--- config.mk ---
export PLATFORM = sky130hd
export DESIGN_NAME = iagc_gain_controller
export DESIGN_NICKNAME = d
export VERILOG_FILES = /design/src/rtl/iagc_pkg.sv /design/src/rtl/iagc_sat_addsub.sv /design/src/rtl/iagc_gain_controller.sv
export SDC_FILE = /design/constraint.sdc
export NUM_CORES = 1
export LEC_CHECK = 0
export ABC_AREA = 1
export BUFFER_PORTS_ARGS = -buffer_cell sky130_fd_sc_hd__buf_4
export CORE_MARGIN = 2
export CORE_UTILIZATION = 63
export DETAILED_ROUTE_END_ITERATION = 8
export PLACE_DENSITY = 0.94
export SYNTH_ARGS = -nofsm -noshare
export SYNTH_HDL_FRONTEND = slang
export SYNTH_HIERARCHICAL = 1
export SYNTH_SLANG_ARGS = --single-unit
--- constraint.sdc ---
create_clock -name i_clock -period 7.1 [get_ports i_clock]
set_input_delay 0.71 -clock i_clock [delete_from_list [all_inputs] [get_ports i_clock]]
set_output_delay 0.71 -clock i_clock [all_outputs]
set_load 0.01 [all_outputs]
--- src/rtl/iagc_pkg.sv ---
// Shared IAGC definitions: status codes, datapath widths and the gain-controller
// state encoding, used by amplitude_detector and iagc_gain_controller.
package iagc_pkg;

  localparam int IAGC_STATUS_SIZE    = 4;
  localparam int AMPLITUDE_DATA_SIZE = 14;
  localparam int GAIN_DATA_SIZE      = 16;
  localparam int SETTLE_COUNT_SIZE   = 16;
  localparam int LOCK_COUNT_SIZE     = 8;
  localparam int STEP_SHIFT          = 4;

  localparam logic [IAGC_STATUS_SIZE-1:0] IAGC_STATUS_RESET = 4'b0000;
  localparam logic [IAGC_STATUS_SIZE-1:0] IAGC_STATUS_INIT  = 4'b0001;

  typedef enum logic [1:0] {
    GC_IDLE    = 2'd0,
    GC_COMPARE = 2'd1,
    GC_UPDATE  = 2'd2,
    GC_SETTLE  = 2'd3
  } gc_state_e;

endpackage

--- src/rtl/iagc_sat_addsub.sv ---
// Combinational saturating add/subtract of a step to the gain word; the sum is
// formed one bit wider so the carry/borrow out flags the clamp.
module iagc_sat_addsub
  import iagc_pkg::*;
(
  input  logic [GAIN_DATA_SIZE-1:0] i_gain,
  input  logic [GAIN_DATA_SIZE-1:0] i_step,
  input  logic                      i_sub,
  output logic [GAIN_DATA_SIZE-1:0] o_result,
  output logic                      o_clamp
);

  logic [GAIN_DATA_SIZE:0] sum_s;

  // Wide sum, then clamp to the rail in the direction of travel.
  always_comb begin
    if (i_sub) begin
      sum_s = {1'b0, i_gain} - {1'b0, i_step};
    end else begin
      sum_s = {1'b0, i_gain} + {1'b0, i_step};
    end
    if (sum_s[GAIN_DATA_SIZE]) begin
      o_clamp  = 1'b1;
      o_result = i_sub ? {GAIN_DATA_SIZE{1'b0}} : {GAIN_DATA_SIZE{1'b1}};
    end else begin
      o_clamp  = 1'b0;
      o_result = sum_s[GAIN_DATA_SIZE-1:0];
    end
  end

endmodule

--- src/rtl/iagc_gain_controller.sv ---
// Closed-loop IAGC gain update: compare, step a saturating gain, settle, track lock.
// Optional macro IAGC_PROPORTIONAL_STEP_EN derives the step from |diff| >> STEP_SHIFT.
module iagc_gain_controller
  import iagc_pkg::*;
(
  input  logic                           i_clock,
  input  logic                           i_reset_n,
  input  logic [IAGC_STATUS_SIZE-1:0]    i_iagc_status,
  input  logic [AMPLITUDE_DATA_SIZE-1:0] i_reference_amplitude,
  input  logic [AMPLITUDE_DATA_SIZE-1:0] i_error_amplitude,
  input  logic                           i_valid,
  input  logic [AMPLITUDE_DATA_SIZE-1:0] i_tolerance,
  input  logic [GAIN_DATA_SIZE-1:0]      i_step,
  input  logic [GAIN_DATA_SIZE-1:0]      i_gain_init,
  input  logic [SETTLE_COUNT_SIZE-1:0]   i_settle_count,
  input  logic [LOCK_COUNT_SIZE-1:0]     i_lock_count,
  output logic [GAIN_DATA_SIZE-1:0]      o_gain,
  output logic                           o_gain_valid,
  output logic                           o_locked,
  output logic                           o_saturated
);

  localparam int AW = AMPLITUDE_DATA_SIZE;
  localparam int GW = GAIN_DATA_SIZE;
  localparam int SW = SETTLE_COUNT_SIZE;
  localparam int LW = LOCK_COUNT_SIZE;

  gc_state_e         state_q, state_d;
  logic [AW-1:0]     ref_q, ref_d, err_q, err_d;
  logic signed [AW:0] diff_q, diff_d, diff_s;
  logic [AW:0]       abs_s;
  logic              in_band_q, in_band_d;
  logic [SW-1:0]     settle_q, settle_d;
  logic [LW-1:0]     lock_cnt_q, lock_cnt_d, lock_inc_s, lock_thr_s;
  logic [GW-1:0]     gain_q, gain_d, step_s, sum_s;
  logic              locked_q, locked_d, sat_q, sat_d, upd_q, upd_d;
  logic              clamp_s, sub_s, soft_rst_s;
  logic [GW-1:0]     o_gain_q, o_gain_d;
  logic              o_gain_valid_q, o_gain_valid_d;
  logic              o_locked_q, o_locked_d, o_saturated_q, o_saturated_d;

  assign soft_rst_s = (i_iagc_status == IAGC_STATUS_RESET);
  assign diff_s     = $signed({1'b0, ref_q}) - $signed({1'b0, err_q});
  assign sub_s      = (diff_q < $signed({(AW + 1){1'b0}}));
  assign lock_inc_s = (lock_cnt_q == {LW{1'b1}}) ? lock_cnt_q : lock_cnt_q + {{(LW - 1){1'b0}}, 1'b1};
  assign lock_thr_s = (i_lock_count == {LW{1'b0}}) ? {{(LW - 1){1'b0}}, 1'b1} : i_lock_count;

  // Magnitude of the freshly formed difference.
  always_comb begin
    if (diff_s < $signed({(AW + 1){1'b0}})) begin
      abs_s = -diff_s;
    end else begin
      abs_s = diff_s;
    end
  end

`ifdef IAGC_PROPORTIONAL_STEP_EN
  logic [AW:0] abs_q, abs_d, shifted_s;

  // Proportional step, never allowed to collapse to zero.
  always_comb begin
    shifted_s = abs_q >> STEP_SHIFT;
    if (shifted_s == {(AW + 1){1'b0}}) begin
      step_s = {{(GW - 1){1'b0}}, 1'b1};
    end else begin
      step_s = GW'(shifted_s);
    end
  end
`else
  assign step_s = i_step;
`endif

  iagc_sat_addsub u_sat_addsub (
    .i_gain   (gain_q),
    .i_step   (step_s),
    .i_sub    (sub_s),
    .o_result (sum_s),
    .o_clamp  (clamp_s)
  );

  // Next-state and datapath; results computed in UPDATE are published one cycle later.
  always_comb begin
    state_d        = state_q;
    ref_d          = ref_q;
    err_d          = err_q;
    diff_d         = diff_q;
    in_band_d      = in_band_q;
`ifdef IAGC_PROPORTIONAL_STEP_EN
    abs_d          = abs_q;
`endif
    settle_d       = settle_q;
    lock_cnt_d     = lock_cnt_q;
    gain_d         = gain_q;
    locked_d       = locked_q;
    sat_d          = sat_q;
    upd_d          = 1'b0;
    o_gain_d       = o_gain_q;
    o_gain_valid_d = upd_q;
    o_locked_d     = o_locked_q;
    o_saturated_d  = o_saturated_q;
    if (soft_rst_s) begin
      state_d        = GC_IDLE;
      lock_cnt_d     = {LW{1'b0}};
      locked_d       = 1'b0;
      sat_d          = 1'b0;
      gain_d         = i_gain_init;
      o_gain_d       = i_gain_init;
      o_gain_valid_d = 1'b0;
      o_locked_d     = 1'b0;
      o_saturated_d  = 1'b0;
    end else begin
      if (upd_q) begin
        o_gain_d      = gain_q;
        o_locked_d    = locked_q;
        o_saturated_d = sat_q;
      end else begin
        o_gain_d      = o_gain_q;
      end
      case (state_q)
        GC_IDLE: begin
          if (i_valid) begin
            ref_d   = i_reference_amplitude;
            err_d   = i_error_amplitude;
            state_d = GC_COMPARE;
          end else begin
            state_d = GC_IDLE;
          end
        end
        GC_COMPARE: begin
          diff_d    = diff_s;
          in_band_d = (abs_s <= {1'b0, i_tolerance});
`ifdef IAGC_PROPORTIONAL_STEP_EN
          abs_d     = abs_s;
`endif
          state_d   = GC_UPDATE;
        end
        GC_UPDATE: begin
          upd_d    = 1'b1;
          settle_d = (i_settle_count == {SW{1'b0}}) ? {{(SW - 1){1'b0}}, 1'b1} : i_settle_count;
          state_d  = GC_SETTLE;
          if (in_band_q) begin
            lock_cnt_d = lock_inc_s;
            locked_d   = (lock_inc_s >= lock_thr_s);
            sat_d      = 1'b0;
          end else begin
            lock_cnt_d = {LW{1'b0}};
            locked_d   = 1'b0;
            gain_d     = sum_s;
            sat_d      = clamp_s;
          end
        end
        GC_SETTLE: begin
          if (settle_q <= {{(SW - 1){1'b0}}, 1'b1}) begin
            state_d = GC_IDLE;
          end else begin
            settle_d = settle_q - {{(SW - 1){1'b0}}, 1'b1};
          end
        end
        default: state_d = GC_IDLE;
      endcase
    end
  end

  // State, datapath and output registers.
  always_ff @(posedge i_clock or negedge i_reset_n) begin
    if (!i_reset_n) begin
      state_q        <= GC_IDLE;
      ref_q          <= {AW{1'b0}};
      err_q          <= {AW{1'b0}};
      diff_q         <= {(AW + 1){1'b0}};
      in_band_q      <= 1'b0;
`ifdef IAGC_PROPORTIONAL_STEP_EN
      abs_q          <= {(AW + 1){1'b0}};
`endif
      settle_q       <= {SW{1'b0}};
      lock_cnt_q     <= {LW{1'b0}};
      gain_q         <= {GW{1'b0}};
      locked_q       <= 1'b0;
      sat_q          <= 1'b0;
      upd_q          <= 1'b0;
      o_gain_q       <= {GW{1'b0}};
      o_gain_valid_q <= 1'b0;
      o_locked_q     <= 1'b0;
      o_saturated_q  <= 1'b0;
    end else begin
      state_q        <= state_d;
      ref_q          <= ref_d;
      err_q          <= err_d;
      diff_q         <= diff_d;
      in_band_q      <= in_band_d;
`ifdef IAGC_PROPORTIONAL_STEP_EN
      abs_q          <= abs_d;
`endif
      settle_q       <= settle_d;
      lock_cnt_q     <= lock_cnt_d;
      gain_q         <= gain_d;
      locked_q       <= locked_d;
      sat_q          <= sat_d;
      upd_q          <= upd_d;
      o_gain_q       <= o_gain_d;
      o_gain_valid_q <= o_gain_valid_d;
      o_locked_q     <= o_locked_d;
      o_saturated_q  <= o_saturated_d;
    end
  end

  assign o_gain       = o_gain_q;
  assign o_gain_valid = o_gain_valid_q;
  assign o_locked     = o_locked_q;
  assign o_saturated  = o_saturated_q;

endmodule

==> flow_metrics.env, run 1 <==
export IMPL_yosysTopAreaCellShare_pct=28.56
export IMPL_worstSkewPairLatency_ps=360
export IMPL_clk_pin_slew_ps=70
export IMPL_grt_pass1_vias=8018
export IMPL_synth_top_area_cell="dfrtp_1"
export IMPL_tightestPinTransition_ps=1117
export IMPL_antenna_found_initial=0
export IMPL_drtPass1Iterations=7
export IMPL_vias=8195
export IMPL_num_antenna_cells=0
export IMPL_placementRows=41
export IMPL_drc_errors=1
export IMPL_gp_congestion=0.9096
export IMPL_dpl_hpwl_um=15950
export IMPL_postSynthCellCount=1208
export IMPL_whs_ps=205.9
export IMPL_overflow=0
export IMPL_fmax_mhz=283.9
export IMPL_syn_nets=1377
export IMPL_ir_worst_vdd_mv=0.3006
export IMPL_relSlewSlack_pct=25.47
export IMPL_seqPwrFrac_pct=18.6
export IMPL_finalSetupViolCount=0
export IMPL_core_region_area_mm2=0.01267
export IMPL_synthDistinctLibCells=55
export IMPL_synth_edf_count=0
export IMPL_drive_gt1_share_pct=18.20
export IMPL_synth_async_reset_ratio_pct=100.0
export IMPL_critPathSlowestCell="fa_1"
export IMPL_pre_cts_ws_ps=3475
export IMPL_die_h_um=118.3
export IMPL_nets=1488
export IMPL_port_buffers=123
export IMPL_r2r_setup_slack_ps=3580
export IMPL_crit_fanout=4
export IMPL_r2r_cells=24
export IMPL_synthTopCellsByCount="nand2_1, inv_1, dfrtp_1"
export IMPL_synth_flop_cell="dfrtp_1"
export IMPL_synth_seq_cells=94
export IMPL_crit_type="reg -> reg"
export IMPL_wl_per_cell_um=13.71
export IMPL_startpoint_type="register"
export IMPL_timing_hold_violations_final=0
export IMPL_cts_resized=0
export IMPL_internal_power_mw=2.439
export IMPL_crit_arrival_ps=3820
export IMPL_clockBufferDepth=2
export IMPL_drt_iter0_markers=649
export IMPL_antenna_left=0
export IMPL_fin_crit_ps=3523
export IMPL_postCtsSetupBuffers=0
export IMPL_floorplan_initialDensity_pct=65.00
export IMPL_reg2reg_from="ref_q[0]$_DFFE_PN0P_"
export IMPL_cts_root_buf="clkbuf_16"
export IMPL_swShare_pct=53.45
export IMPL_synthTopCellsByArea="dfrtp_1, nand2_1, ha_1"
export IMPL_leakage_nw=5.323
export IMPL_grt_max_degree=78
export IMPL_p_per_area_mw_per_mm2=548.0
export IMPL_power_switching_mw=2.800
export IMPL_io_pins=124
export IMPL_fin_skew_ps=12.40
export IMPL_area_delta_synth_final_pct=16.06
export IMPL_cts_sinks=94
export IMPL_yosys_warnings=6
export IMPL_chipWidth_um=118.3
export IMPL_mappedNetlistArea_mm2=0.008237
export IMPL_cp_common_cell="nand2_1"
export IMPL_hold_buffers=0
export IMPL_drv_slew=0
export IMPL_layout_setup_ws_ps=3577
export IMPL_synth_most_common_cell="nand2_1"
export IMPL_status="complete, but fails checks"
export IMPL_hold_path_class="in -> async"
export IMPL_grt_pass1_wl_um=35020
export IMPL_drt_wl_total_um=20510
export IMPL_crit_family="simple AND/OR/NAND/NOR gates"
export IMPL_r2r_end="in_band_q$_DFFE_PN0P_"
export IMPL_fin_tns_setup_ps=0
export IMPL_grtUsageTotal_pct=30.20
export IMPL_syn_area_per_cell_um2=6.818
export IMPL_viasPerCell=5.478
export IMPL_cp_required_ps=7400
export IMPL_slowest_delay_ps=430
export IMPL_p_total_mw=5.238
export IMPL_cts_max_level=3
export IMPL_clkPwrFrac_pct=9.5
export IMPL_cts_buffers_inserted=9
export IMPL_violations="design-rule violations"
export IMPL_endpoint_kind="register"
export IMPL_crit_buf_inv=5
export IMPL_max_cap_violations=0
export IMPL_rsz0062_at_grt="no"
export IMPL_cts_tree="built"
export IMPL_cp_cell_sequence="inv_1 -> ha_1 -> inv_1 -> fa_1 -> inv_1 -> ha_1 -> inv_1 -> nor2_1 -> nand3_1 -> nor2_1 -> nand3_2 -> nor2_2 -> nand3_1 -> nand2_1 -> nand2_1 -> nand2_1 -> inv_1 -> ha_1 -> a21o_1 -> a211oi_1 -> nand2_1 -> a21oi_1 -> nand2_1 -> nand2_1"
export IMPL_period_share_pct=49.62
export IMPL_ys_seq_area_share_pct=28.56
export IMPL_final_fill_count=949
export IMPL_combinationalPowerShare_pct=71.9
export IMPL_final_util_pct=75.44
export IMPL_die_area_mm2=0.01400
-- cells in the final DEF (no fill, tap or decap), drive strengths merged, types with 2 or more instances in the layout --
cell / n
a21oi: 52
a31oi: 4
and2: 4
buf: 125
clkbuf: 9
clkinv: 6
dfrtp: 94
fa: 2
ha: 62
inv: 214
mux2: 14
nand2: 356
nand3: 96
nand3b: 3
nand4: 16
nor2: 98
nor3: 15
nor4: 3
o211ai: 2
o21ai: 92
o22ai: 6
o31ai: 3
or2: 4
xnor2: 10
xor2: 26
-- power groups by stage --
stage          Sequential (mW)  Combinational [mW]  Clock, mW
2_1_floorplan            0.929                2.95          0
6_report                 0.972                3.77      0.497
3_3_place_gp             0.962                3.55          0
4_1_cts                  0.968                3.73      0.504
5_1_grt                  0.996                4.27      0.523
3_5_place_dp             0.972                3.70          0
-- cell type report --
type | instances | area (um^2) | area share (%)
Clock inverter | 7 | 86.33 | 0.9031
Clock buffer | 9 | 225.2 | 2.356
Sequential cell | 94 | 2352 | 24.61
Timing Repair Buffer | 125 | 938.4 | 9.817
Inverter | 213 | 799.5 | 8.364
Multi-Input combinational cell | 876 | 4942 | 51.70
Tap cell | 172 | 215.2 | 2.251
-- registers in the layout, indices dropped and copies added, names as in the netlist --
| signal | count |
|---|---|
| locked_q | 1 |
| o_saturated | 1 |
| o_locked | 1 |
| o_gain_valid | 1 |
| state_q | 2 |
| o_gain | 16 |
| err_q | 14 |
| in_band_q | 1 |
| sat_q | 1 |
| gain_q | 16 |
| lock_cnt_q | 8 |
| diff_q | 1 |
| upd_q | 1 |
| settle_q | 16 |
| ref_q | 14 |
-- per-layer routing --
| metal | vias to the layer above | routed length [um] | GRT usage [%] |
|---|---|---|---|
| li1 | 4063 | - | - |
| met1 | 3772 | 8209 | 34.95 |
| met2 | 299 | 10320 | 53.94 |
| met3 | 61 | 1357 | 6.226 |
| met4 | 0 | 623 | 12.65 |
| met5 | - | 0 | 0 |
-- cell families after synthesis --
family	count (synthesis)	share of synthesized area, %
and+or+nand+nor	595	33.12
AOI/OAI and AO/OA	167	11.24
adders and majority gates	64	9.904
DFF	94	28.56
xor gates and xnor gates	36	3.828
muxes	14	1.914
buffers and inverters	238	11.44
-- worst max-delay path by stage --
| stage | from | to | slack (ps) | depth (start not counted) |
|---|---|---|---|---|
| global placement | i_step[0] | gain_q[0]$_DFFE_PN0P_ | 3590 | 23 |
| CTS | ref_q[0]$_DFFE_PN0P_ | in_band_q$_DFFE_PN0P_ | 3550 | 24 |
| floorplan | i_step[1] | gain_q[3]$_DFFE_PN0P_ | 3900 | 23 |
| global route | ref_q[0]$_DFFE_PN0P_ | in_band_q$_DFFE_PN0P_ | 3260 | 23 |
| detailed placement | i_step[1] | gain_q[11]$_DFFE_PN0P_ | 3470 | 23 |
| finish | ref_q[0]$_DFFE_PN0P_ | in_band_q$_DFFE_PN0P_ | 3580 | 24 |
-- through the flow --
step | instances | instance area, um^2
floorplan | 1208 | 8237
global placement | 1480 | 9248
detailed placement | 1480 | 9248
CTS | 1496 | 9559
global route | 1496 | 9559
finish | 1496 | 9559
No activity file was read; power rests on OpenSTA's default activity.
==> inputs of run 2 (changes only) <==
--- a/config.mk
+++ b/config.mk
@@ -8,9 +8,9 @@
 export ABC_AREA = 1
 export BUFFER_PORTS_ARGS = -buffer_cell sky130_fd_sc_hd__buf_4
 export CORE_MARGIN = 2
-export CORE_UTILIZATION = 63
+export CORE_UTILIZATION = 53
 export DETAILED_ROUTE_END_ITERATION = 8
-export PLACE_DENSITY = 0.94
+export PLACE_DENSITY = 0.85
 export SYNTH_ARGS = -nofsm -noshare
 export SYNTH_HDL_FRONTEND = slang
 export SYNTH_HIERARCHICAL = 1
==> constraint.sdc (replaced) <==
create_clock -name i_clock -period 2.9 [get_ports i_clock]
set_input_delay 0.29 -clock i_clock [delete_from_list [all_inputs] [get_ports i_clock]]
set_output_delay 0.29 -clock i_clock [all_outputs]
set_load 0.01 [all_outputs]
==> run 2 against run 1 <==
Against the previous run: the run ends with negative setup slack left; register-to-register slack worse by 4000 ps; sequential share of layout area decreased by 1.7 points; die area grew 18%; count of clock-buffer cells in the layout unchanged; non-clock buffer count rose by 71; setup slack worse by 4000 ps; largest power group unchanged; highest routed layer unchanged.
==> flow_metrics.env, run 2 (synthesis results as in run 1) <==
export IMPL_status="complete, but fails checks"
export IMPL_violations="negative setup slack"
export IMPL_cts_tree="built"
export IMPL_vias=8416
export IMPL_viasPerCell=5.316
export IMPL_clk_pin_slew_ps=80
export IMPL_grt_max_degree=71
export IMPL_wl_per_cell_um=13.69
export IMPL_crit_type="reg -> reg"
export IMPL_fin_area_mm2=0.01025
export IMPL_cp_required_ps=3210
export IMPL_crit_arrival_ps=3630
export IMPL_whs_ps=74.56
export IMPL_area_delta_synth_final_pct=24.44
export IMPL_layout_commonest_cell="nand2_1"
export IMPL_chipWidth_um=128.7
export IMPL_fin_skew_ps=13.34
export IMPL_relSlewSlack_pct=37.04
export IMPL_port_buffers=123
export IMPL_core_region_area_mm2=0.01520
export IMPL_cts_sinks=94
export IMPL_startpoint_type="register"
export IMPL_final_fill_count=1267
export IMPL_worstSkewPairLatency_ps=360
export IMPL_tightestPinTransition_ps=944.4
export IMPL_clockBufferDepth=2
export IMPL_timing_hold_violations_final=0
export IMPL_dr_wl_met2_um=10290
export IMPL_ir_worst_vdd_mv=0.6274
export IMPL_placementRows=45
export IMPL_period_share_pct=114.8
export IMPL_antenna_left=0
export IMPL_cts_buffers_inserted=9
export IMPL_endpoint_kind="register"
export IMPL_gp_congestion=0.9698
export IMPL_cts_max_level=3
export IMPL_grtUsageTotal_pct=25.84
export IMPL_fin_tns_setup_ps=-485.9
export IMPL_drtPass1Iterations=6
export IMPL_nets=1559
export IMPL_hold_path_class="in -> async"
export IMPL_mostFrequentLayoutCells="nand2_1, buf_4, inv_1, dfrtp_1, nor2_1"
export IMPL_drt_wl_total_um=21670
export IMPL_dpl_hpwl_um=16270
export IMPL_leakage_nw=5.653
export IMPL_drt_iter0_markers=663
export IMPL_wl_met1_um=9392
export IMPL_io_pins=124
export IMPL_drive_gt1_share_pct=24.16
export IMPL_floorplan_initialDensity_pct=54.18
export IMPL_antenna_found_initial=0
export IMPL_final_util_pct=67.42
export IMPL_drc_errors=0
export IMPL_max_cap_violations=0
export IMPL_finalSetupViolCount=4
export IMPL_wl_met3_um=1501
export IMPL_rsz0062_at_grt="yes"
export IMPL_num_antenna_cells=0
export IMPL_die_area_mm2=0.01655
export IMPL_grt_pass1_wl_um=34690
export IMPL_cts_root_buf="clkbuf_16"
export IMPL_grt_pass1_vias=7782
export IMPL_p_per_area_mw_per_mm2=1416
export IMPL_fmax_mhz=300.4
export IMPL_p_total_mw=14.51
export IMPL_overflow=0
export IMPL_hold_buffers=0
export IMPL_dpl_cell_area_mm2=0.009748
export IMPL_fin_crit_ps=3329
export IMPL_dr_max_layer_used="met4"
export IMPL_crit_fanout=3
export IMPL_drv_slew=0
export IMPL_layout_setup_ws_ps=-428.9
export IMPL_die_h_um=128.7
run 2: repair_timing:
action                                  4_1_cts  5_1_grt
endpoints found under the setup margin        8       17
setup buffers                                 0       12
gates resized for setup                       3       29
pin swaps                                     2       23
run 2: routing by layer:
layer  track usage, %  vias up
li1                 -     4210
met1            34.25     3857
met2            43.42      300
met3            4.075       49
met4            8.376        0
met5                0        -
run 2: cell type report:
| cell class | count | area [um^2] | area share [%] |
|---|---|---|---|
| tap | 188 | 235.2 | 2.295 |
| clock inverter | 7 | 61.31 | 0.5981 |
| clock buffer | 9 | 225.2 | 2.197 |
| timing repair buffer | 196 | 1496 | 14.60 |
| inverter | 213 | 804.5 | 7.849 |
| multi-input combinational | 876 | 5075 | 49.51 |
| sequential | 94 | 2352 | 22.95 |
run 2: where the power goes:
group,internal [mW],switching [mW],leakage (nW)
Sequential,1.92,0.423,1.13
Clock,0.592,0.582,0.131
Combinational,4.60,6.40,4.39
Total,7.11,7.41,5.65
run 2: critical path: stages (launching register included):
cell and delay (ps):
dfrtp_1 410, ha_4 170, inv_4 50, fa_2 430, inv_2 90, ha_4 130
inv_2 40, nor2_4 90, nand3_2 110, nor2_4 150, nand3_4 90, nor2_4 130
nand2_2 60, nand2_1 80, xor2_1 190, ha_1 300, a21oi_2 180, a21oi_2 70
a211oi_2 190, nand2_1 90, a21oi_2 110, nand2_1 60, nand2_1 50
run 2: path summary, 6_finish.rpt:
path / slack (ps) / start / to / cells past startpoint
min in group i_clock: 150 / i_reference_amplitude[13] / ref_q[13]$_DFFE_PN0P_ / 2
worst min register to register: 490 / sat_q$_DFFE_PN0P_ / sat_q$_DFFE_PN0P_ / 2
worst max register to register: -430 / err_q[0]$_DFFE_PN0P_ / in_band_q$_DFFE_PN0P_ / 22
worst min-delay path: 70 / i_reset_n / o_gain[11]$_DFFE_PN0P_ / 1
max in group asynchronous: 2040 / i_reset_n / ref_q[6]$_DFFE_PN0P_ / 2
worst max-delay path: -430 / err_q[0]$_DFFE_PN0P_ / in_band_q$_DFFE_PN0P_ / 22
run 2: through the flow:
stage                     cells  setup WS [ps]
after CTS                  1571         -278.2
after global placement     1555         -266.3
after detailed placement   1555         -347.9
final                      1583         -428.9
after floorplan            1208         -136.0
after global routing       1583         -643.2
